--- src/rtl/accel_seq_ctrl_pkg.sv ---
// Package: accel_seq_ctrl_pkg
// Shared definitions for the accelerator tile sequencer:
//   - state_e      : FSM state encodings ST_IDLE..ST_POST
//   - MODE_*       : post-processing mode codes (11 is treated as raw)
//   - dp_en_t      : bundle of registered datapath enables / host readies
//   - mode_latency : post-buffer latency of the selected mode
//   - is_beat_phase: states whose length is counted by the beat counter
//   - decode_en    : enable decode of a state
`timescale 1ns/1ps
package accel_seq_ctrl_pkg;

   typedef enum logic [3:0] {
      ST_IDLE    = 4'd0,
      ST_LOAD_W  = 4'd1,
      ST_LOAD_A  = 4'd2,
      ST_PRELOAD = 4'd3,
      ST_STREAM  = 4'd4,
      ST_FLUSH   = 4'd5,
      ST_CAPTURE = 4'd6,
      ST_DRAIN   = 4'd7,
      ST_POST    = 4'd8
   } state_e;

   localparam logic [1:0] MODE_RAW     = 2'b00;
   localparam logic [1:0] MODE_RELU    = 2'b01;
   localparam logic [1:0] MODE_SOFTMAX = 2'b10;

   typedef struct packed {
      logic wgt_ready;
      logic act_ready;
      logic wb_out;
      logic write_w;
      logic ib_out;
      logic ob_load;
      logic ob_out;
      logic relu;
      logic softmax;
   } dp_en_t;

   // Cycles from output_buffer_out_en to a valid result row for a mode.
   function automatic int mode_latency(input logic [1:0] mode, input int buf_lat,
                                       input int relu_lat, input int sm_lat);
      int lat;
      case (mode)
         MODE_RELU:    lat = buf_lat + relu_lat;
         MODE_SOFTMAX: lat = buf_lat + sm_lat;
         default:      lat = buf_lat;
      endcase
      return lat;
   endfunction

   function automatic logic is_beat_phase(input state_e st);
      logic r;
      case (st)
         ST_LOAD_W, ST_LOAD_A, ST_PRELOAD,
         ST_STREAM, ST_CAPTURE, ST_DRAIN: r = 1'b1;
         default:                         r = 1'b0;
      endcase
      return r;
   endfunction

   // Enables asserted while the FSM sits in a given state.
   function automatic dp_en_t decode_en(input state_e st, input logic [1:0] mode);
      dp_en_t en;
      en = '0;
      case (st)
         ST_LOAD_W:  en.wgt_ready = 1'b1;
         ST_LOAD_A:  en.act_ready = 1'b1;
         ST_PRELOAD: begin
            en.wb_out  = 1'b1;
            en.write_w = 1'b1;
         end
         ST_STREAM:  en.ib_out  = 1'b1;
         ST_CAPTURE: en.ob_load = 1'b1;
         ST_DRAIN:   en.ob_out  = 1'b1;
         default:    en = '0;
      endcase
      // post-processing stays enabled until the last row has left the pipe
      en.relu    = ((st == ST_DRAIN) || (st == ST_POST)) && (mode == MODE_RELU);
      en.softmax = ((st == ST_DRAIN) || (st == ST_POST)) && (mode == MODE_SOFTMAX);
      return en;
   endfunction

endpackage

--- src/rtl/accel_seq_ctrl_phase_cnt.sv ---
// Module: accel_phase_cnt
// Loadable down-counter used to time the sequencer phases.
//   clk, rst   : clock, asynchronous active-low reset
//   clr_i      : synchronous clear to zero (highest priority)
//   load_i     : load load_val_i
//   en_i       : decrement by one (holds at zero)
//   zero_o     : count is zero
`timescale 1ns/1ps
module accel_phase_cnt #(
   parameter int W = 4
) (
   input  logic         clk,
   input  logic         rst,
   input  logic         clr_i,
   input  logic         load_i,
   input  logic [W-1:0] load_val_i,
   input  logic         en_i,
   output logic         zero_o
);

   logic [W-1:0] cnt_q;

   // count register: clear > load > decrement
   always_ff @(posedge clk or negedge rst) begin
      if (!rst) begin
         cnt_q <= {W{1'b0}};
      end else if (clr_i) begin
         cnt_q <= {W{1'b0}};
      end else if (load_i) begin
         cnt_q <= load_val_i;
      end else if (en_i && (cnt_q != {W{1'b0}})) begin
         cnt_q <= cnt_q - {{(W-1){1'b0}}, 1'b1};
      end else begin
         cnt_q <= cnt_q;
      end
   end

   assign zero_o = (cnt_q == {W{1'b0}});

endmodule

--- src/rtl/accel_seq_ctrl.sv ---
// Module: accel_seq_ctrl
// Tile sequencer of the matrix accelerator. One start pulse runs a tile:
// load weights, load activations, preload, stream, flush, capture, drain,
// then waits for the post-processing pipe to empty and pulses done.
// Ports:
//   clk, rst                  clock, asynchronous active-low reset
//   start, abort              tile start (IDLE only), synchronous abort
//   cfg_mode, cfg_reuse_w     mode and weight-reuse request, latched on start
//   wgt_valid/wgt_ready       host weight beat handshake
//   act_valid/act_ready       host activation beat handshake
//   *_en                      datapath enables of the accelerator top
//   out_valid, busy, done     result row valid, tile in flight, completion pulse
//   w_resident                array holds a complete preloaded weight set
`timescale 1ns/1ps
module accel_seq_ctrl
   import accel_seq_ctrl_pkg::*;
#(
   parameter int ARRAY_W   = 8,
   parameter int FLUSH_CYC = 15,
   parameter int BUF_LAT   = 1,
   parameter int RELU_LAT  = 1,
   parameter int SM_LAT    = 4
) (
   input  logic       clk,
   input  logic       rst,
   input  logic       start,
   input  logic       abort,
   input  logic [1:0] cfg_mode,
   input  logic       cfg_reuse_w,
   input  logic       wgt_valid,
   output logic       wgt_ready,
   input  logic       act_valid,
   output logic       act_ready,
   output logic       input_buffer_load_en,
   output logic       input_buffer_out_en,
   output logic       weight_buffer_load_en,
   output logic       weight_buffer_out_en,
   output logic       output_buffer_load_en,
   output logic       output_buffer_out_en,
   output logic       write_weight_en,
   output logic       relu_en,
   output logic       softmax_en,
   output logic       out_valid,
   output logic       busy,
   output logic       done,
   output logic       w_resident
);

   localparam int BEAT_W  = $clog2(ARRAY_W + 1);
   localparam int FLUSH_W = $clog2(FLUSH_CYC + 1);
   localparam int PIPE_D  = BUF_LAT + SM_LAT;
   // counters run from N-1 down to 0, the phase ends on the zero cycle
   localparam logic [BEAT_W-1:0]  BEAT_LAST  = BEAT_W'(ARRAY_W - 1);
   localparam logic [FLUSH_W-1:0] FLUSH_LAST = FLUSH_W'(FLUSH_CYC - 1);

   state_e            state_q, state_d;
   dp_en_t            en_q, en_d;
   logic [1:0]        mode_q, mode_d;
   logic              reuse_q, reuse_d;
   logic              w_res_q, w_res_d;
   logic              busy_q, busy_d;
   logic              done_q, done_d;
   logic [PIPE_D-1:0] pipe_q, pipe_d;
   logic              out_valid_q, out_valid_d;

   logic              cnt_clr, beat_load, beat_en, beat_zero;
   logic              flush_load, flush_en, flush_zero;
   logic              wgt_fire, act_fire;
   logic [PIPE_D-1:0] tap_mask, low_mask;
   logic              pipe_empty;
   int                lat;

   assign wgt_fire = wgt_valid & en_q.wgt_ready;
   assign act_fire = act_valid & en_q.act_ready;

   accel_phase_cnt #(.W(BEAT_W)) u_beat_cnt (
      .clk        (clk),
      .rst        (rst),
      .clr_i      (cnt_clr),
      .load_i     (beat_load),
      .load_val_i (BEAT_LAST),
      .en_i       (beat_en),
      .zero_o     (beat_zero)
   );

   accel_phase_cnt #(.W(FLUSH_W)) u_flush_cnt (
      .clk        (clk),
      .rst        (rst),
      .clr_i      (cnt_clr),
      .load_i     (flush_load),
      .load_val_i (FLUSH_LAST),
      .en_i       (flush_en),
      .zero_o     (flush_zero)
   );

   // out_valid tap and pipe-empty window for the latched mode
   always_comb begin
      lat      = mode_latency(mode_q, BUF_LAT, RELU_LAT, SM_LAT);
      tap_mask = {PIPE_D{1'b0}};
      low_mask = {PIPE_D{1'b0}};
      for (int k = 0; k < PIPE_D; k++) begin
         tap_mask[k] = (k == (lat - 1));
         low_mask[k] = (k < lat);
      end
      pipe_empty = ~|(pipe_q & low_mask);
   end

   // next-state, latched configuration and counter control
   always_comb begin
      state_d  = state_q;
      mode_d   = mode_q;
      reuse_d  = reuse_q;
      w_res_d  = w_res_q;
      done_d   = 1'b0;
      cnt_clr  = 1'b0;
      beat_en  = 1'b0;
      flush_en = 1'b0;
      if (abort && (state_q != ST_IDLE)) begin
         state_d = ST_IDLE;
         cnt_clr = 1'b1;
         // a partially written weight set is no longer trustworthy
         if ((state_q == ST_LOAD_W) || (state_q == ST_PRELOAD)) begin
            w_res_d = 1'b0;
         end else begin
            w_res_d = w_res_q;
         end
      end else begin
         case (state_q)
            ST_IDLE: begin
               if (start && !abort) begin
                  mode_d  = cfg_mode;
                  reuse_d = cfg_reuse_w & w_res_q;
                  state_d = (cfg_reuse_w & w_res_q) ? ST_LOAD_A : ST_LOAD_W;
               end else begin
                  state_d = ST_IDLE;
               end
            end
            ST_LOAD_W: begin
               beat_en = wgt_fire;
               if (wgt_fire && beat_zero) state_d = ST_LOAD_A;
               else                       state_d = ST_LOAD_W;
            end
            ST_LOAD_A: begin
               beat_en = act_fire;
               if (act_fire && beat_zero) state_d = reuse_q ? ST_STREAM : ST_PRELOAD;
               else                       state_d = ST_LOAD_A;
            end
            ST_PRELOAD: begin
               beat_en = 1'b1;
               if (beat_zero) begin
                  state_d = ST_STREAM;
                  w_res_d = 1'b1;
               end else begin
                  state_d = ST_PRELOAD;
               end
            end
            ST_STREAM: begin
               beat_en = 1'b1;
               state_d = beat_zero ? ST_FLUSH : ST_STREAM;
            end
            ST_FLUSH: begin
               flush_en = 1'b1;
               state_d  = flush_zero ? ST_CAPTURE : ST_FLUSH;
            end
            ST_CAPTURE: begin
               beat_en = 1'b1;
               state_d = beat_zero ? ST_DRAIN : ST_CAPTURE;
            end
            ST_DRAIN: begin
               beat_en = 1'b1;
               state_d = beat_zero ? ST_POST : ST_DRAIN;
            end
            ST_POST: begin
               if (pipe_empty) begin
                  state_d = ST_IDLE;
                  done_d  = 1'b1;
               end else begin
                  state_d = ST_POST;
               end
            end
            default: begin
               state_d = ST_IDLE;
               cnt_clr = 1'b1;
            end
         endcase
      end
   end

   assign beat_load  = (state_d != state_q) && is_beat_phase(state_d);
   assign flush_load = (state_d == ST_FLUSH) && (state_q != ST_FLUSH);

   // outputs are decoded from the next state so they line up with the state register
   always_comb begin
      en_d        = decode_en(state_d, mode_d);
      busy_d      = (state_d != ST_IDLE);
      if (cnt_clr) begin
         pipe_d      = {PIPE_D{1'b0}};
         out_valid_d = 1'b0;
      end else begin
         pipe_d      = {pipe_q[PIPE_D-2:0], en_d.ob_out};
         out_valid_d = |(pipe_q & tap_mask);
      end
   end

   // state and registered outputs
   always_ff @(posedge clk or negedge rst) begin
      if (!rst) begin
         state_q     <= ST_IDLE;
         en_q        <= '0;
         mode_q      <= MODE_RAW;
         reuse_q     <= 1'b0;
         w_res_q     <= 1'b0;
         busy_q      <= 1'b0;
         done_q      <= 1'b0;
         pipe_q      <= {PIPE_D{1'b0}};
         out_valid_q <= 1'b0;
      end else begin
         state_q     <= state_d;
         en_q        <= en_d;
         mode_q      <= mode_d;
         reuse_q     <= reuse_d;
         w_res_q     <= w_res_d;
         busy_q      <= busy_d;
         done_q      <= done_d;
         pipe_q      <= pipe_d;
         out_valid_q <= out_valid_d;
      end
   end

   assign wgt_ready             = en_q.wgt_ready;
   assign act_ready             = en_q.act_ready;
   assign weight_buffer_load_en = wgt_fire;
   assign input_buffer_load_en  = act_fire;
   assign weight_buffer_out_en  = en_q.wb_out;
   assign write_weight_en       = en_q.write_w;
   assign input_buffer_out_en   = en_q.ib_out;
   assign output_buffer_load_en = en_q.ob_load;
   assign output_buffer_out_en  = en_q.ob_out;
   assign relu_en               = en_q.relu;
   assign softmax_en            = en_q.softmax;
   assign out_valid             = out_valid_q;
   assign busy                  = busy_q;
   assign done                  = done_q;
   assign w_resident            = w_res_q;

endmodule
--- config.mk ---
export PLATFORM = sky130hd
export DESIGN_NAME = accel_seq_ctrl
export DESIGN_NICKNAME = d
export VERILOG_FILES = /design/src/rtl/accel_seq_ctrl_pkg.sv /design/src/rtl/accel_seq_ctrl_phase_cnt.sv /design/src/rtl/accel_seq_ctrl.sv
export SDC_FILE = /design/constraint.sdc
export NUM_CORES = 1
export LEC_CHECK = 0
export ABC_AREA = 1
export BUFFER_PORTS_ARGS = -buffer_cell sky130_fd_sc_hd__buf_2
export CAP_MARGIN = 20
export CELL_PAD_IN_SITES_DETAIL_PLACEMENT = 2
export CELL_PAD_IN_SITES_GLOBAL_PLACEMENT = 2
export CORE_ASPECT_RATIO = 0.8
export CORE_UTILIZATION = 36
export CTS_CLUSTER_SIZE = 30
export DETAILED_ROUTE_END_ITERATION = 10
export GPL_TIMING_DRIVEN = 0
export PLACE_DENSITY = 0.83
export SLEW_MARGIN = 0
export SYNTH_ARGS = -nofsm -noshare
export SYNTH_HDL_FRONTEND = slang
export SYNTH_HIERARCHICAL = 1
export SYNTH_SLANG_ARGS = --single-unit
export TNS_END_PERCENT = 5
--- constraint.sdc ---
create_clock -name clk -period 7.25 [get_ports clk]
set_clock_uncertainty 0.15 [all_clocks]
set_input_delay 0.3625 -clock clk [delete_from_list [all_inputs] [get_ports clk]]
set_output_delay 0.3625 -clock clk [all_outputs]
set_load 0.05 [all_outputs]
==> impl_metrics.xml, run 1 <==
<?xml version="1.0" encoding="UTF-8"?>
<metrics>
  <group name="setup_path">
    <metric name="critical_path_class" unit="">reg -&gt; reg</metric>
    <metric name="worstPathBufferInverterCount" unit="">6</metric>
    <metric name="crit_path_max_fanout" unit="">9</metric>
    <metric name="crit_family" unit="">simple AND/OR/NAND/NOR gates</metric>
    <metric name="cpMaxStageDelayCell" unit="">sky130_fd_sc_hd__dfrtp_1</metric>
    <metric name="critical-path-top-cell-by-count" unit="">sky130_fd_sc_hd__nand2_1</metric>
    <metric name="arrival_worst_endpoint" unit="ps">2950</metric>
    <metric name="timing.critical_path.to_type" unit="">flop</metric>
    <metric name="critical_path_required" unit="ps">7270</metric>
    <metric name="max_stage_delay" unit="ps">390</metric>
    <metric name="worst_setup_path_start_kind" unit="">flop</metric>
    <metric name="timing.reg2reg.setup_slack" unit="ps">4320</metric>
    <metric name="list_of_cells_traversed_by_the_critical_path" unit="">inv_1, ha_1, nand2_1, inv_1, inv_2, nor2_1, nor2_1, nor2_1, nand3_2, nand2_4, clkinv_4, nand2_2, nand2_1, nand2_1, nand2_1, inv_1, inv_2, or2_2, nand3_2, o21bai_2</metric>
  </group>
  <group name="hold_path">
    <metric name="holdCritPathClass" unit="">in -&gt; async</metric>
  </group>
  <group name="place">
    <metric name="dpl_hpwl" unit="mm">4.470</metric>
    <metric name="io_buffers" unit="">23</metric>
    <metric name="dpl_cell_area" unit="sq um">2335</metric>
    <metric name="placement.setup.worst_slack" unit="ps">4306</metric>
    <metric name="place_inst" unit="">383</metric>
    <metric name="final_weighted_congestion_in_routability_driven_placement" unit="">0.7546</metric>
  </group>
  <group name="finish">
    <metric name="multiInputGateArea" unit="sq um">1114</metric>
    <metric name="design.final.nets" unit="">329</metric>
    <metric name="final_cells" unit="">391</metric>
    <metric name="drive_gt1_share" unit="%">27.80</metric>
    <metric name="antenna_cells_inserted" unit="">0</metric>
    <metric name="area_growth" unit="%">15.49</metric>
    <metric name="postLayoutCoreUtil" unit="%">43.89</metric>
    <metric name="final.fill_count" unit="">698</metric>
    <metric name="regArea" unit="sq um">800.8</metric>
    <metric name="post-route-cell-area" unit="sq um">2425</metric>
  </group>
  <group name="grt">
    <metric name="gr-usage-all-layers" unit="%">21.27</metric>
    <metric name="pin_count_of_the_biggest_net_entering_global_routing" unit="">33</metric>
    <metric name="grt_pass1_vias" unit="">2170</metric>
    <metric name="grt_pass1_wl" unit="mm">10.05</metric>
    <metric name="antenna_found_initial" unit="">0</metric>
    <metric name="grt-ovfl-total" unit="">0</metric>
  </group>
  <group name="route">
    <metric name="final_antenna_net_count" unit="">0</metric>
    <metric name="drc_violations" unit="">0</metric>
    <metric name="post_drt_via_cell_ratio" unit="">4.711</metric>
    <metric name="drtPass1Iterations" unit="">4</metric>
    <metric name="wl" unit="mm">5.849</metric>
    <metric name="drtIter0Drc" unit="">51</metric>
    <metric name="routedWlPerCell" unit="microns">14.96</metric>
    <metric name="routed-via-count" unit="">1842</metric>
  </group>
  <group name="clock_network">
    <metric name="cts_post_setup_buffers_inserted" unit="">0</metric>
    <metric name="clk_path_buf_depth" unit="">2</metric>
    <metric name="htree_num_levels" unit="">2</metric>
    <metric name="clock_sink_count" unit="">32</metric>
    <metric name="path_clk_slew" unit="ps">70</metric>
    <metric name="cts_tree" unit="">built</metric>
    <metric name="hold_buffers" unit="">0</metric>
    <metric name="cts_buffers" unit="">5</metric>
    <metric name="cts_root_buffer" unit="">sky130_fd_sc_hd__clkbuf_8</metric>
    <metric name="cts.repair.resized" unit="">0</metric>
    <metric name="insertion_delay" unit="ps">280</metric>
  </group>
  <group name="floorplanning">
    <metric name="dieWidth" unit="microns">87.38</metric>
    <metric name="design.die.area" unit="sq um">6143</metric>
    <metric name="rows" unit="">24</metric>
    <metric name="floorplan.core_area" unit="sq um">5525</metric>
    <metric name="floorplan.initialDensity" unit="%">38.00</metric>
    <metric name="floorplan.die.height" unit="microns">70.31</metric>
    <metric name="pin_count" unit="">24</metric>
  </group>
  <group name="status">
    <metric name="failed_checks" unit="">hold timing</metric>
    <metric name="run_status" unit="">complete, but fails checks</metric>
  </group>
  <group name="timing">
    <metric name="final.hold.worst_slack" unit="ps">-0.3404</metric>
    <metric name="finalCriticalPeriod" unit="ps">2928</metric>
    <metric name="finalCritPeriodShare" unit="%">40.39</metric>
    <metric name="final_number_of_max_transition_violations" unit="">0</metric>
    <metric name="final_number_of_hold_violating_endpoints" unit="">4</metric>
    <metric name="worst_slew_pin_slew" unit="ps">1023</metric>
    <metric name="fmax" unit="GHz">0.3415</metric>
    <metric name="relSlewSlack" unit="%">31.31</metric>
    <metric name="tns" unit="ps">0</metric>
    <metric name="finalSetupViolations" unit="">0</metric>
    <metric name="final.setup.worst_slack" unit="ps">4322</metric>
    <metric name="rsz0062_at_grt" unit="">false</metric>
  </group>
  <group name="synthesis">
    <metric name="post_synthesis_instance_total" unit="">276</metric>
    <metric name="post_synth_num_cell_types" unit="">33</metric>
    <metric name="yosys-top-cells-area" unit="">sky130_fd_sc_hd__dfrtp_1 38%, sky130_fd_sc_hd__nand2_1 11%, sky130_fd_sc_hd__inv_1 6.8%</metric>
    <metric name="synth_edf_count" unit="">0</metric>
    <metric name="synth_common_cells" unit="">61 x sky130_fd_sc_hd__nand2_1, 38 x sky130_fd_sc_hd__inv_1, 34 x sky130_fd_sc_hd__nor2_1, 32 x sky130_fd_sc_hd__dfrtp_1, 13 x sky130_fd_sc_hd__nand3_1</metric>
    <metric name="library_cell_with_the_largest_summed_area_after_synthesis" unit="">sky130_fd_sc_hd__dfrtp_1</metric>
    <metric name="most_numerous_cell_in_the_yosys_netlist" unit="">sky130_fd_sc_hd__nand2_1</metric>
    <metric name="synthFlopType" unit="">sky130_fd_sc_hd__dfrtp_1</metric>
    <metric name="synth_top_area_share" unit="%">38.14</metric>
    <metric name="yosys_register_bits" unit="">32</metric>
    <metric name="synth_seq_area_share" unit="%">38.14</metric>
    <metric name="yosysWarningCount" unit="">6</metric>
    <metric name="asyncSetResetFlopFracSynth" unit="%">100.0</metric>
    <metric name="synth.avg_cell_area" unit="sq um">7.607</metric>
    <metric name="synth_cell_area" unit="sq um">2100</metric>
  </group>
  <group name="pwr">
    <metric name="p_leak" unit="nW">1.348</metric>
    <metric name="pwr_cell_area" unit="nW/um^2">434.3</metric>
    <metric name="ir_drop" unit="V">0.0001593</metric>
  </group>
  <group name="flow_run">
    <metric name="drv.max_cap_violation_count" unit="">0</metric>
  </group>
</metrics>
[final cells by class]
cell class	count	area share (%)
plain buffers	2	0.6192
clock buffers	8	3.715
inverters	50	7.946
multi-input cells	198	45.92
flip-flops and latches	32	33.02
well taps	78	4.025
repair buffers	23	4.747
[per-layer routing]
layer | vias up | track usage, % | wire length (microns)
met4 | 0 | 6.193 | 64
met5 | - | 0 | 0
li1 | 912 | - | -
met2 | 19 | 38.63 | 3007
met1 | 904 | 25.26 | 2669
met3 | 7 | 3.783 | 108
[power breakdown]
part / internal (mW) / switching [mW] / total (mW)
combinational: 0.199 / 0.442 / 0.642
sequential: 0.225 / 0.0412 / 0.266
clock: 0.0775 / 0.0679 / 0.145
total: 0.502 / 0.552 / 1.05
[registers in the layout (all words and copies together), names as in the netlist, 2 cells and up]
register,flops
pipe_q,5
state_q,4
u_beat_cnt/cnt_q,4
u_flush_cnt/cnt_q,4
mode_q,2
[worst reg2reg max path, delay by kind of cell (launching register included)]
family                   cells  cell delay [ps]
AND/OR/NAND/NOR             12             1350
buffers and inverters        6              700
flip-flops                   1              390
adder cells (fa/ha/maj)      1              160
AO/OA/AOI/OAI                1               60
[through the flow]
step                power [mW]  hold WS (ps)
finish                   1.053       -0.3404
detailed placement      0.9206         339.9
floorplan               0.7648        -83.09
global placement        0.8892         331.2
global route             1.154         64.35
CTS                      1.077         27.96
[logic make-up (layout without fill, tap and decap cells)]
group	after synthesis	count (layout)	share of synthesized area [%]
AO/OA/AOI/OAI	27	27	8.939
XOR/XNOR	2	2	0.8345
adder cells (fa/ha/maj)	8	8	4.768
buffers and inverters	52	83	9.893
flip-flops	32	32	38.14
other	2	8	0.3577
AND/OR/NAND/NOR	153	153	37.07
[path summary, 6_finish.rpt]
check,from,end,cells past startpoint
min reg2reg,u_flush_cnt/cnt_q[1],u_flush_cnt/cnt_q[1],2
max in group asynchronous,rst,u_flush_cnt/cnt_q[1],1
min in group clk,abort,done,2
min,rst,relu_en,1
max,u_beat_cnt/cnt_q[0],u_beat_cnt/cnt_q[3],20
max reg2reg,u_beat_cnt/cnt_q[0],u_beat_cnt/cnt_q[3],20
[cell usage in the layout, fill, tap and decap left out, types with 2 or more instances in the layout]
| cell type | count |
|---|---|
| sky130_fd_sc_hd__nand3_2 | 9 |
| sky130_fd_sc_hd__a21boi_0 | 2 |
| sky130_fd_sc_hd__xor2_1 | 2 |
| sky130_fd_sc_hd__o21ai_1 | 2 |
| sky130_fd_sc_hd__a21oi_1 | 4 |
| sky130_fd_sc_hd__nor2_2 | 6 |
| sky130_fd_sc_hd__or2_2 | 4 |
| sky130_fd_sc_hd__nand4_1 | 3 |
| sky130_fd_sc_hd__buf_4 | 2 |
| sky130_fd_sc_hd__dfrtp_1 | 32 |
| sky130_fd_sc_hd__buf_2 | 23 |
| sky130_fd_sc_hd__o21ai_2 | 6 |
| sky130_fd_sc_hd__nand2_1 | 61 |
| sky130_fd_sc_hd__nor2_1 | 34 |
| sky130_fd_sc_hd__inv_2 | 10 |
| sky130_fd_sc_hd__nand3_1 | 13 |
| sky130_fd_sc_hd__inv_1 | 38 |
| sky130_fd_sc_hd__ha_1 | 8 |
| sky130_fd_sc_hd__nor3_1 | 3 |
| sky130_fd_sc_hd__o21ai_0 | 7 |
| sky130_fd_sc_hd__nand2_4 | 5 |
| sky130_fd_sc_hd__clkbuf_1 | 2 |
| sky130_fd_sc_hd__nand2_2 | 9 |
| sky130_fd_sc_hd__nor2_4 | 3 |
| sky130_fd_sc_hd__o21bai_2 | 2 |
| sky130_fd_sc_hd__conb_1 | 8 |
| sky130_fd_sc_hd__clkbuf_8 | 6 |
(Power assumes the default switching activity.)
==> run 2: changes to the inputs <==
--- a/config.mk
+++ b/config.mk
@@ -11,11 +11,11 @@
 export CELL_PAD_IN_SITES_DETAIL_PLACEMENT = 2
 export CELL_PAD_IN_SITES_GLOBAL_PLACEMENT = 2
 export CORE_ASPECT_RATIO = 0.8
-export CORE_UTILIZATION = 36
+export CORE_UTILIZATION = 34
 export CTS_CLUSTER_SIZE = 30
 export DETAILED_ROUTE_END_ITERATION = 10
 export GPL_TIMING_DRIVEN = 0
-export PLACE_DENSITY = 0.83
+export PLACE_DENSITY = 0.79
 export SLEW_MARGIN = 0
 export SYNTH_ARGS = -nofsm -noshare
 export SYNTH_HDL_FRONTEND = slang
==> constraint.sdc (replaced) <==
create_clock -name clk -period 2.99 [get_ports clk]
set_clock_uncertainty 0.15 [all_clocks]
set_input_delay 0.1495 -clock clk [delete_from_list [all_inputs] [get_ports clk]]
set_output_delay 0.1495 -clock clk [all_outputs]
set_load 0.05 [all_outputs]
==> run 2 against run 1 <==
Compared with the run above:
- the run now ends clean
- final cell count rose by 2.3%
- hold slack improved by 87 ps
- total power rose to 2.6 times the previous value
- wire length fell by 2.2%
- sequential share of layout area fell by 1.1 points
- non-clock buffer count rose by 6
- maximum frequency rose by 5.6%
- sequential power rose by 140%
- critical endpoint unchanged
- largest cell class unchanged
==> impl_metrics.xml, run 2 (synthesis results as in run 1) <==
<?xml version="1.0" encoding="UTF-8"?>
<metrics>
  <group name="timing">
    <metric name="worst_slew_pin_slew" unit="ps">1087</metric>
    <metric name="final_number_of_max_transition_violations" unit="">0</metric>
    <metric name="final_number_of_hold_violating_endpoints" unit="">0</metric>
    <metric name="relSlewSlack" unit="%">27.04</metric>
    <metric name="final.hold.worst_slack" unit="ps">87.04</metric>
    <metric name="finalSetupViolations" unit="">0</metric>
    <metric name="tns" unit="ps">0</metric>
    <metric name="fmax" unit="GHz">0.3605</metric>
    <metric name="finalCritPeriodShare" unit="%">92.77</metric>
    <metric name="finalCriticalPeriod" unit="ps">2774</metric>
    <metric name="rsz0062_at_grt" unit="">false</metric>
  </group>
  <group name="clock_network">
    <metric name="htree_num_levels" unit="">2</metric>
    <metric name="cts_buffers" unit="">5</metric>
    <metric name="cts_tree" unit="">built</metric>
    <metric name="cts_root_buffer" unit="">sky130_fd_sc_hd__clkbuf_8</metric>
    <metric name="clk_path_buf_depth" unit="">2</metric>
    <metric name="path_clk_slew" unit="ps">80</metric>
    <metric name="clock_sink_count" unit="">32</metric>
    <metric name="insertion_delay" unit="ps">300</metric>
  </group>
  <group name="setup_path">
    <metric name="critical_path_class" unit="">reg -&gt; reg</metric>
    <metric name="crit_path_max_fanout" unit="">9</metric>
    <metric name="worst-r2r-cell-count" unit="">20</metric>
    <metric name="worst_setup_path_start_kind" unit="">flop</metric>
    <metric name="critical_path_required" unit="ps">3020</metric>
    <metric name="arrival_worst_endpoint" unit="ps">2800</metric>
    <metric name="timing.reg2reg.setup_slack" unit="ps">220</metric>
    <metric name="crit_path_end" unit="">u_beat_cnt/cnt_q[3]</metric>
    <metric name="rr_startpoint" unit="">u_beat_cnt/cnt_q[0]</metric>
    <metric name="timing.critical_path.to_type" unit="">flop</metric>
    <metric name="r2r_end" unit="">u_beat_cnt/cnt_q[3]</metric>
    <metric name="startpoint" unit="">u_beat_cnt/cnt_q[0]</metric>
  </group>
  <group name="floorplanning">
    <metric name="floorplan.initialDensity" unit="%">35.33</metric>
    <metric name="floorplan.die.height" unit="microns">72.29</metric>
    <metric name="dieWidth" unit="microns">89.86</metric>
    <metric name="design.die.area" unit="sq um">6495</metric>
    <metric name="floorplan.core_area" unit="sq um">5943</metric>
    <metric name="rows" unit="">25</metric>
    <metric name="pin_count" unit="">24</metric>
  </group>
  <group name="route">
    <metric name="drtPass1Iterations" unit="">4</metric>
    <metric name="wl" unit="mm">5.721</metric>
    <metric name="post_drt_via_cell_ratio" unit="">4.615</metric>
    <metric name="final_antenna_net_count" unit="">0</metric>
    <metric name="drtIter0Drc" unit="">81</metric>
    <metric name="routedWlPerCell" unit="microns">14.30</metric>
    <metric name="routed-via-count" unit="">1846</metric>
    <metric name="drc_violations" unit="">0</metric>
  </group>
  <group name="finish">
    <metric name="layout_common_cells" unit="">61 x sky130_fd_sc_hd__nand2_1, 36 x sky130_fd_sc_hd__inv_1, 34 x sky130_fd_sc_hd__nor2_1, 32 x sky130_fd_sc_hd__dfrtp_1, 23 x sky130_fd_sc_hd__buf_2</metric>
    <metric name="area_growth" unit="%">19.55</metric>
    <metric name="layout_commonest_cell" unit="">sky130_fd_sc_hd__nand2_1</metric>
    <metric name="final.fill_count" unit="">715</metric>
    <metric name="antenna_cells_inserted" unit="">0</metric>
    <metric name="top_register" unit="">pipe_q</metric>
    <metric name="drive_gt1_share" unit="%">29.78</metric>
    <metric name="regArea" unit="sq um">800.8</metric>
    <metric name="largest_register_ff_count" unit="">5</metric>
    <metric name="design.final.nets" unit="">335</metric>
    <metric name="multiInputGateArea" unit="sq um">1119</metric>
  </group>
  <group name="grt">
    <metric name="grt_pass1_vias" unit="">1911</metric>
    <metric name="antenna_found_initial" unit="">0</metric>
    <metric name="grt-ovfl-total" unit="">0</metric>
    <metric name="grt_pass1_wl" unit="mm">9.694</metric>
    <metric name="pin_count_of_the_biggest_net_entering_global_routing" unit="">33</metric>
    <metric name="gr-usage-all-layers" unit="%">19.53</metric>
  </group>
  <group name="pwr">
    <metric name="p_leak" unit="nW">1.388</metric>
    <metric name="pwr_cell_area" unit="nW/um^2">1085</metric>
    <metric name="ir_drop" unit="V">0.0003954</metric>
    <metric name="total_power" unit="mW">2.724</metric>
  </group>
  <group name="flow_run">
    <metric name="drv.max_cap_violation_count" unit="">0</metric>
  </group>
  <group name="status">
    <metric name="run_status" unit="">finished clean</metric>
  </group>
  <group name="hold_path">
    <metric name="holdCritPathClass" unit="">in -&gt; reg</metric>
  </group>
  <group name="place">
    <metric name="final_weighted_congestion_in_routability_driven_placement" unit="">0.7432</metric>
    <metric name="dpl_hpwl" unit="mm">4.286</metric>
    <metric name="io_buffers" unit="">23</metric>
  </group>
</metrics>
==> run 2: metal layers <==
| metal | wire (microns) | share of wire, % | global-route usage (%) | up-vias |
|---|---|---|---|---|
| li1 | - | - | - | 930 |
| met1 | 2737 | 48 | 24.08 | 889 |
| met2 | 2787 | 49 | 35.04 | 20 |
| met3 | 137 | 2.4 | 4.193 | 7 |
| met4 | 59 | 1.0 | 5.376 | 0 |
| met5 | 0 | 0 | 0 | - |
==> run 2: worst min path at each step <==
stage	start	end	cells after the start	slack, ps
final	cfg_reuse_w	reuse_q	5	90
after global routing	cfg_reuse_w	reuse_q	5	130
after CTS	cfg_reuse_w	reuse_q	5	100
after detailed placement	rst	out_valid	1	130
after global placement	rst	out_valid	1	120
after floorplan	rst	act_ready	0	-300
==> run 2: repair_timing <==
action | CTS | global route
endpoints found under the hold margin | 34 | 0
pin swaps | 0 | 1
setup buffers | 0 | 4
gates resized for setup | 1 | 4
endpoints found under the setup margin | 3 | 4
hold buffers | 2 | 0
==> run 2: power by group <==
part	switching, mW	internal, mW
Combinational	1.11	0.534
Clock	0.189	0.247
Sequential	0.0971	0.545
==> run 2: stage by stage <==
stage          setup slack [ps]  util, %  cell area [sq um]  instances
6_report                  216.3    42.23               2510        400
5_1_grt                   13.54    42.23               2510        400
4_1_cts                   69.27    41.56               2470        396
3_5_place_dp              38.49    39.35               2338        386
3_3_place_gp              155.6    39.35               2338        386
2_1_floorplan             408.9        -               2122        282
==> run 2: critical path, cell delays in order (launching register included) <==
cell and delay [ps]:
sky130_fd_sc_hd__dfrtp_1 410, sky130_fd_sc_hd__inv_2 90, sky130_fd_sc_hd__ha_1 150, sky130_fd_sc_hd__nand2_1 120, sky130_fd_sc_hd__inv_4 120, sky130_fd_sc_hd__inv_2 60
sky130_fd_sc_hd__nor2_1 150, sky130_fd_sc_hd__nor2_1 70, sky130_fd_sc_hd__nor2_1 110, sky130_fd_sc_hd__nand3_2 120, sky130_fd_sc_hd__nand2_4 130, sky130_fd_sc_hd__clkinv_4 70
sky130_fd_sc_hd__nand2_2 90, sky130_fd_sc_hd__nand2_1 60, sky130_fd_sc_hd__nand2_1 60, sky130_fd_sc_hd__nand2_1 70, sky130_fd_sc_hd__inv_1 130, sky130_fd_sc_hd__inv_4 80
sky130_fd_sc_hd__or2_2 290, sky130_fd_sc_hd__nand3_2 80, sky130_fd_sc_hd__o21bai_2 60
==> run 2: cell type report <==
class                           count  share of cell area (%)
Buffer                              2                  0.5982
Clock buffer                        5                   2.742
Clock inverter                      3                   1.695
Inverter                           50                   7.876
Multi-Input combinational cell    198                   44.57
Sequential cell                    32                   31.90
Tap cell                           81                   4.038
Timing Repair Buffer               29                   6.580
==> run 3: changes to the inputs <==
--- a/config.mk
+++ b/config.mk
@@ -11,11 +11,11 @@
 export CELL_PAD_IN_SITES_DETAIL_PLACEMENT = 2
 export CELL_PAD_IN_SITES_GLOBAL_PLACEMENT = 2
 export CORE_ASPECT_RATIO = 0.8
-export CORE_UTILIZATION = 34
+export CORE_UTILIZATION = 25
 export CTS_CLUSTER_SIZE = 30
 export DETAILED_ROUTE_END_ITERATION = 10
 export GPL_TIMING_DRIVEN = 0
-export PLACE_DENSITY = 0.79
+export PLACE_DENSITY = 0.61
 export SLEW_MARGIN = 0
 export SYNTH_ARGS = -nofsm -noshare
 export SYNTH_HDL_FRONTEND = slang
==> run 3 against run 2 <==
Compared with the run above:
- core utilization shrank 11 points
- register-to-register slack improved by 40 ps
- first-iteration DRC count down 54%
- final cell count is 5.8% higher
- total power fell by 7.0%
- cell area fell by 1.1%
- critical path type unchanged
- largest cell class unchanged
==> impl_metrics.xml, run 3 (synthesis results as in run 1) <==
<?xml version="1.0" encoding="UTF-8"?>
<metrics>
  <group name="status">
    <metric name="run_status" unit="">finished clean</metric>
  </group>
  <group name="floorplanning">
    <metric name="floorplan.initialDensity" unit="%">26.18</metric>
    <metric name="floorplan.die.height" unit="microns">83.97</metric>
    <metric name="dieWidth" unit="microns">104.5</metric>
    <metric name="design.die.area" unit="sq um">8771</metric>
    <metric name="rows" unit="">29</metric>
    <metric name="floorplan.core_area" unit="sq um">8019</metric>
    <metric name="pin_count" unit="">24</metric>
  </group>
  <group name="place">
    <metric name="place_inst" unit="">413</metric>
    <metric name="dpl_hpwl" unit="mm">4.413</metric>
    <metric name="io_buffers" unit="">23</metric>
    <metric name="placement.setup.worst_slack" unit="ps">10.63</metric>
    <metric name="final_weighted_congestion_in_routability_driven_placement" unit="">0.7640</metric>
  </group>
  <group name="setup_path">
    <metric name="critical_path_class" unit="">reg -&gt; reg</metric>
    <metric name="arrival_worst_endpoint" unit="ps">2740</metric>
    <metric name="timing.critical_path.to_type" unit="">flop</metric>
    <metric name="worstPathBufferInverterCount" unit="">6</metric>
    <metric name="list_of_cells_traversed_by_the_critical_path" unit="">inv_2, ha_1, nand2_1, inv_4, inv_2, nor2_1, nor2_1, nor2_1, nand3_2, nand2_4, clkinv_4, nand2_2, nand2_1, nand2_1, nand2_1, inv_1, inv_2, or2_2, nand3_2, o21bai_2</metric>
    <metric name="crit_family" unit="">simple AND/OR/NAND/NOR gates</metric>
    <metric name="max_stage_delay" unit="ps">400</metric>
    <metric name="critical_path_required" unit="ps">3000</metric>
    <metric name="cpMaxStageDelayCell" unit="">sky130_fd_sc_hd__dfrtp_1</metric>
    <metric name="crit_path_max_fanout" unit="">9</metric>
    <metric name="critical-path-top-cell-by-count" unit="">sky130_fd_sc_hd__nand2_1</metric>
    <metric name="worst_setup_path_start_kind" unit="">flop</metric>
  </group>
  <group name="clock_network">
    <metric name="path_clk_slew" unit="ps">60</metric>
    <metric name="cts_buffers" unit="">5</metric>
    <metric name="htree_num_levels" unit="">2</metric>
    <metric name="cts_root_buffer" unit="">sky130_fd_sc_hd__clkbuf_8</metric>
    <metric name="cts_tree" unit="">built</metric>
    <metric name="insertion_delay" unit="ps">280</metric>
    <metric name="clock_sink_count" unit="">32</metric>
    <metric name="clk_path_buf_depth" unit="">2</metric>
  </group>
  <group name="timing">
    <metric name="tns" unit="ps">0</metric>
    <metric name="final.hold.worst_slack" unit="ps">113.2</metric>
    <metric name="final.setup.worst_slack" unit="ps">260.7</metric>
    <metric name="relSlewSlack" unit="%">37.60</metric>
    <metric name="finalSetupViolations" unit="">0</metric>
    <metric name="fmax" unit="GHz">0.3664</metric>
    <metric name="final_number_of_max_transition_violations" unit="">0</metric>
    <metric name="finalCriticalPeriod" unit="ps">2729</metric>
    <metric name="rsz0062_at_grt" unit="">false</metric>
    <metric name="final_number_of_hold_violating_endpoints" unit="">0</metric>
    <metric name="finalCritPeriodShare" unit="%">91.28</metric>
    <metric name="worst_slew_pin_slew" unit="ps">929.8</metric>
  </group>
  <group name="pwr">
    <metric name="pwr-share-clk" unit="%">12.2</metric>
    <metric name="ir_drop" unit="V">0.0003077</metric>
    <metric name="pwr_cell_area" unit="nW/um^2">1021</metric>
    <metric name="switchingPower" unit="mW">1.333</metric>
    <metric name="power.share.combinational" unit="%">62.1</metric>
    <metric name="switching_share" unit="%">52.60</metric>
    <metric name="power.sequential.fraction" unit="%">25.7</metric>
    <metric name="intPower" unit="mW">1.201</metric>
    <metric name="p_leak" unit="nW">1.356</metric>
  </group>
  <group name="grt">
    <metric name="gr-usage-all-layers" unit="%">14.04</metric>
    <metric name="pin_count_of_the_biggest_net_entering_global_routing" unit="">33</metric>
    <metric name="grt-ovfl-total" unit="">0</metric>
    <metric name="antenna_found_initial" unit="">0</metric>
    <metric name="grt_pass1_vias" unit="">1992</metric>
    <metric name="grt_pass1_wl" unit="mm">9.722</metric>
  </group>
  <group name="route">
    <metric name="post_drt_via_cell_ratio" unit="">4.274</metric>
    <metric name="drtPass1Iterations" unit="">4</metric>
    <metric name="drc_violations" unit="">0</metric>
    <metric name="routed-via-count" unit="">1808</metric>
    <metric name="drtIter0Drc" unit="">37</metric>
    <metric name="final_antenna_net_count" unit="">0</metric>
    <metric name="wl" unit="mm">5.584</metric>
    <metric name="routedWlPerCell" unit="microns">13.20</metric>
  </group>
  <group name="finish">
    <metric name="regArea" unit="sq um">800.8</metric>
    <metric name="postLayoutCoreUtil" unit="%">30.96</metric>
    <metric name="layout_common_cells" unit="">61 x sky130_fd_sc_hd__nand2_1, 36 x sky130_fd_sc_hd__inv_1, 33 x sky130_fd_sc_hd__nor2_1, 32 x sky130_fd_sc_hd__dfrtp_1, 23 x sky130_fd_sc_hd__buf_2</metric>
    <metric name="area_growth" unit="%">18.24</metric>
    <metric name="design.final.nets" unit="">332</metric>
    <metric name="drive_gt1_share" unit="%">28.89</metric>
    <metric name="top_register" unit="">pipe_q</metric>
    <metric name="largest_register_ff_count" unit="">5</metric>
    <metric name="final_cells" unit="">423</metric>
    <metric name="final.fill_count" unit="">962</metric>
    <metric name="antenna_cells_inserted" unit="">0</metric>
    <metric name="multiInputGateArea" unit="sq um">1116</metric>
    <metric name="layout_commonest_cell" unit="">sky130_fd_sc_hd__nand2_1</metric>
  </group>
  <group name="flow_run">
    <metric name="drv.max_cap_violation_count" unit="">0</metric>
  </group>
  <group name="hold_path">
    <metric name="holdCritPathClass" unit="">in -&gt; reg</metric>
  </group>
</metrics>
-- run 3: power by group through the flow --
stage / Sequential, mW / Combinational, mW / Clock [mW]
2_1_floorplan: 0.724 / 1.13 / 0
3_3_place_gp: 0.656 / 1.55 / 0
3_5_place_dp: 0.656 / 1.58 / 0
4_1_cts: 0.650 / 1.59 / 0.332
5_1_grt: 0.664 / 1.81 / 0.350
6_report: 0.650 / 1.57 / 0.309
-- run 3: area by class of cell --
class	count	area share [%]
clock buffers	6	2.923
inverters	50	7.863
clock inverters	1	0.2016
repair buffers	26	5.746
flip-flops and latches	32	32.26
well taps	108	5.444
plain buffers	2	0.6048
multi-input cells	198	44.96
-- run 3: timing repair --
action / 4_1_cts / 5_1_grt
setup endpoints to repair: 1 / 4
resized for setup: 1 / 3
hold endpoints to repair: 34 / 0
hold buffers: 2 / 0
buffers inserted: 0 / 1
-- run 3: final timing paths --
| path | from | to | slack (ps) | depth (start not counted) |
|---|---|---|---|---|
| max reg2reg | u_beat_cnt/cnt_q[0] | u_beat_cnt/cnt_q[3] | 260 | 20 |
| min | cfg_mode[0] | mode_q[0] | 110 | 4 |
| min reg2reg | u_flush_cnt/cnt_q[0] | u_flush_cnt/cnt_q[0] | 370 | 2 |
| max in group asynchronous | rst | state_q[3] | 1870 | 2 |
| min in group asynchronous | rst | pipe_q[4] | 340 | 2 |
| max | u_beat_cnt/cnt_q[0] | u_beat_cnt/cnt_q[3] | 260 | 20 |
-- run 3: metal layers --
metal | wire (microns) | track usage, % | vias to the layer above
met4 | 43 | 4.286 | 0
met2 | 2424 | 22.58 | 25
met1 | 2934 | 18.96 | 856
li1 | - | - | 922
met3 | 182 | 2.654 | 5
met5 | 0 | 0 | -
-- run 3: tightest hold or removal path, stage by stage --
cell                      delay [ps]
sky130_fd_sc_hd__buf_2            70
sky130_fd_sc_hd__or2_2            90
sky130_fd_sc_hd__o21ai_0         110
sky130_fd_sc_hd__inv_1            90
-- run 3: per-stage QoR --
step           power, mW  instance area, sq um
2_1_floorplan      1.854                  2122
3_3_place_gp       2.203                  2372
6_report           2.534                  2482
5_1_grt            2.820                  2482
4_1_cts            2.577                  2470
3_5_place_dp       2.241                  2372
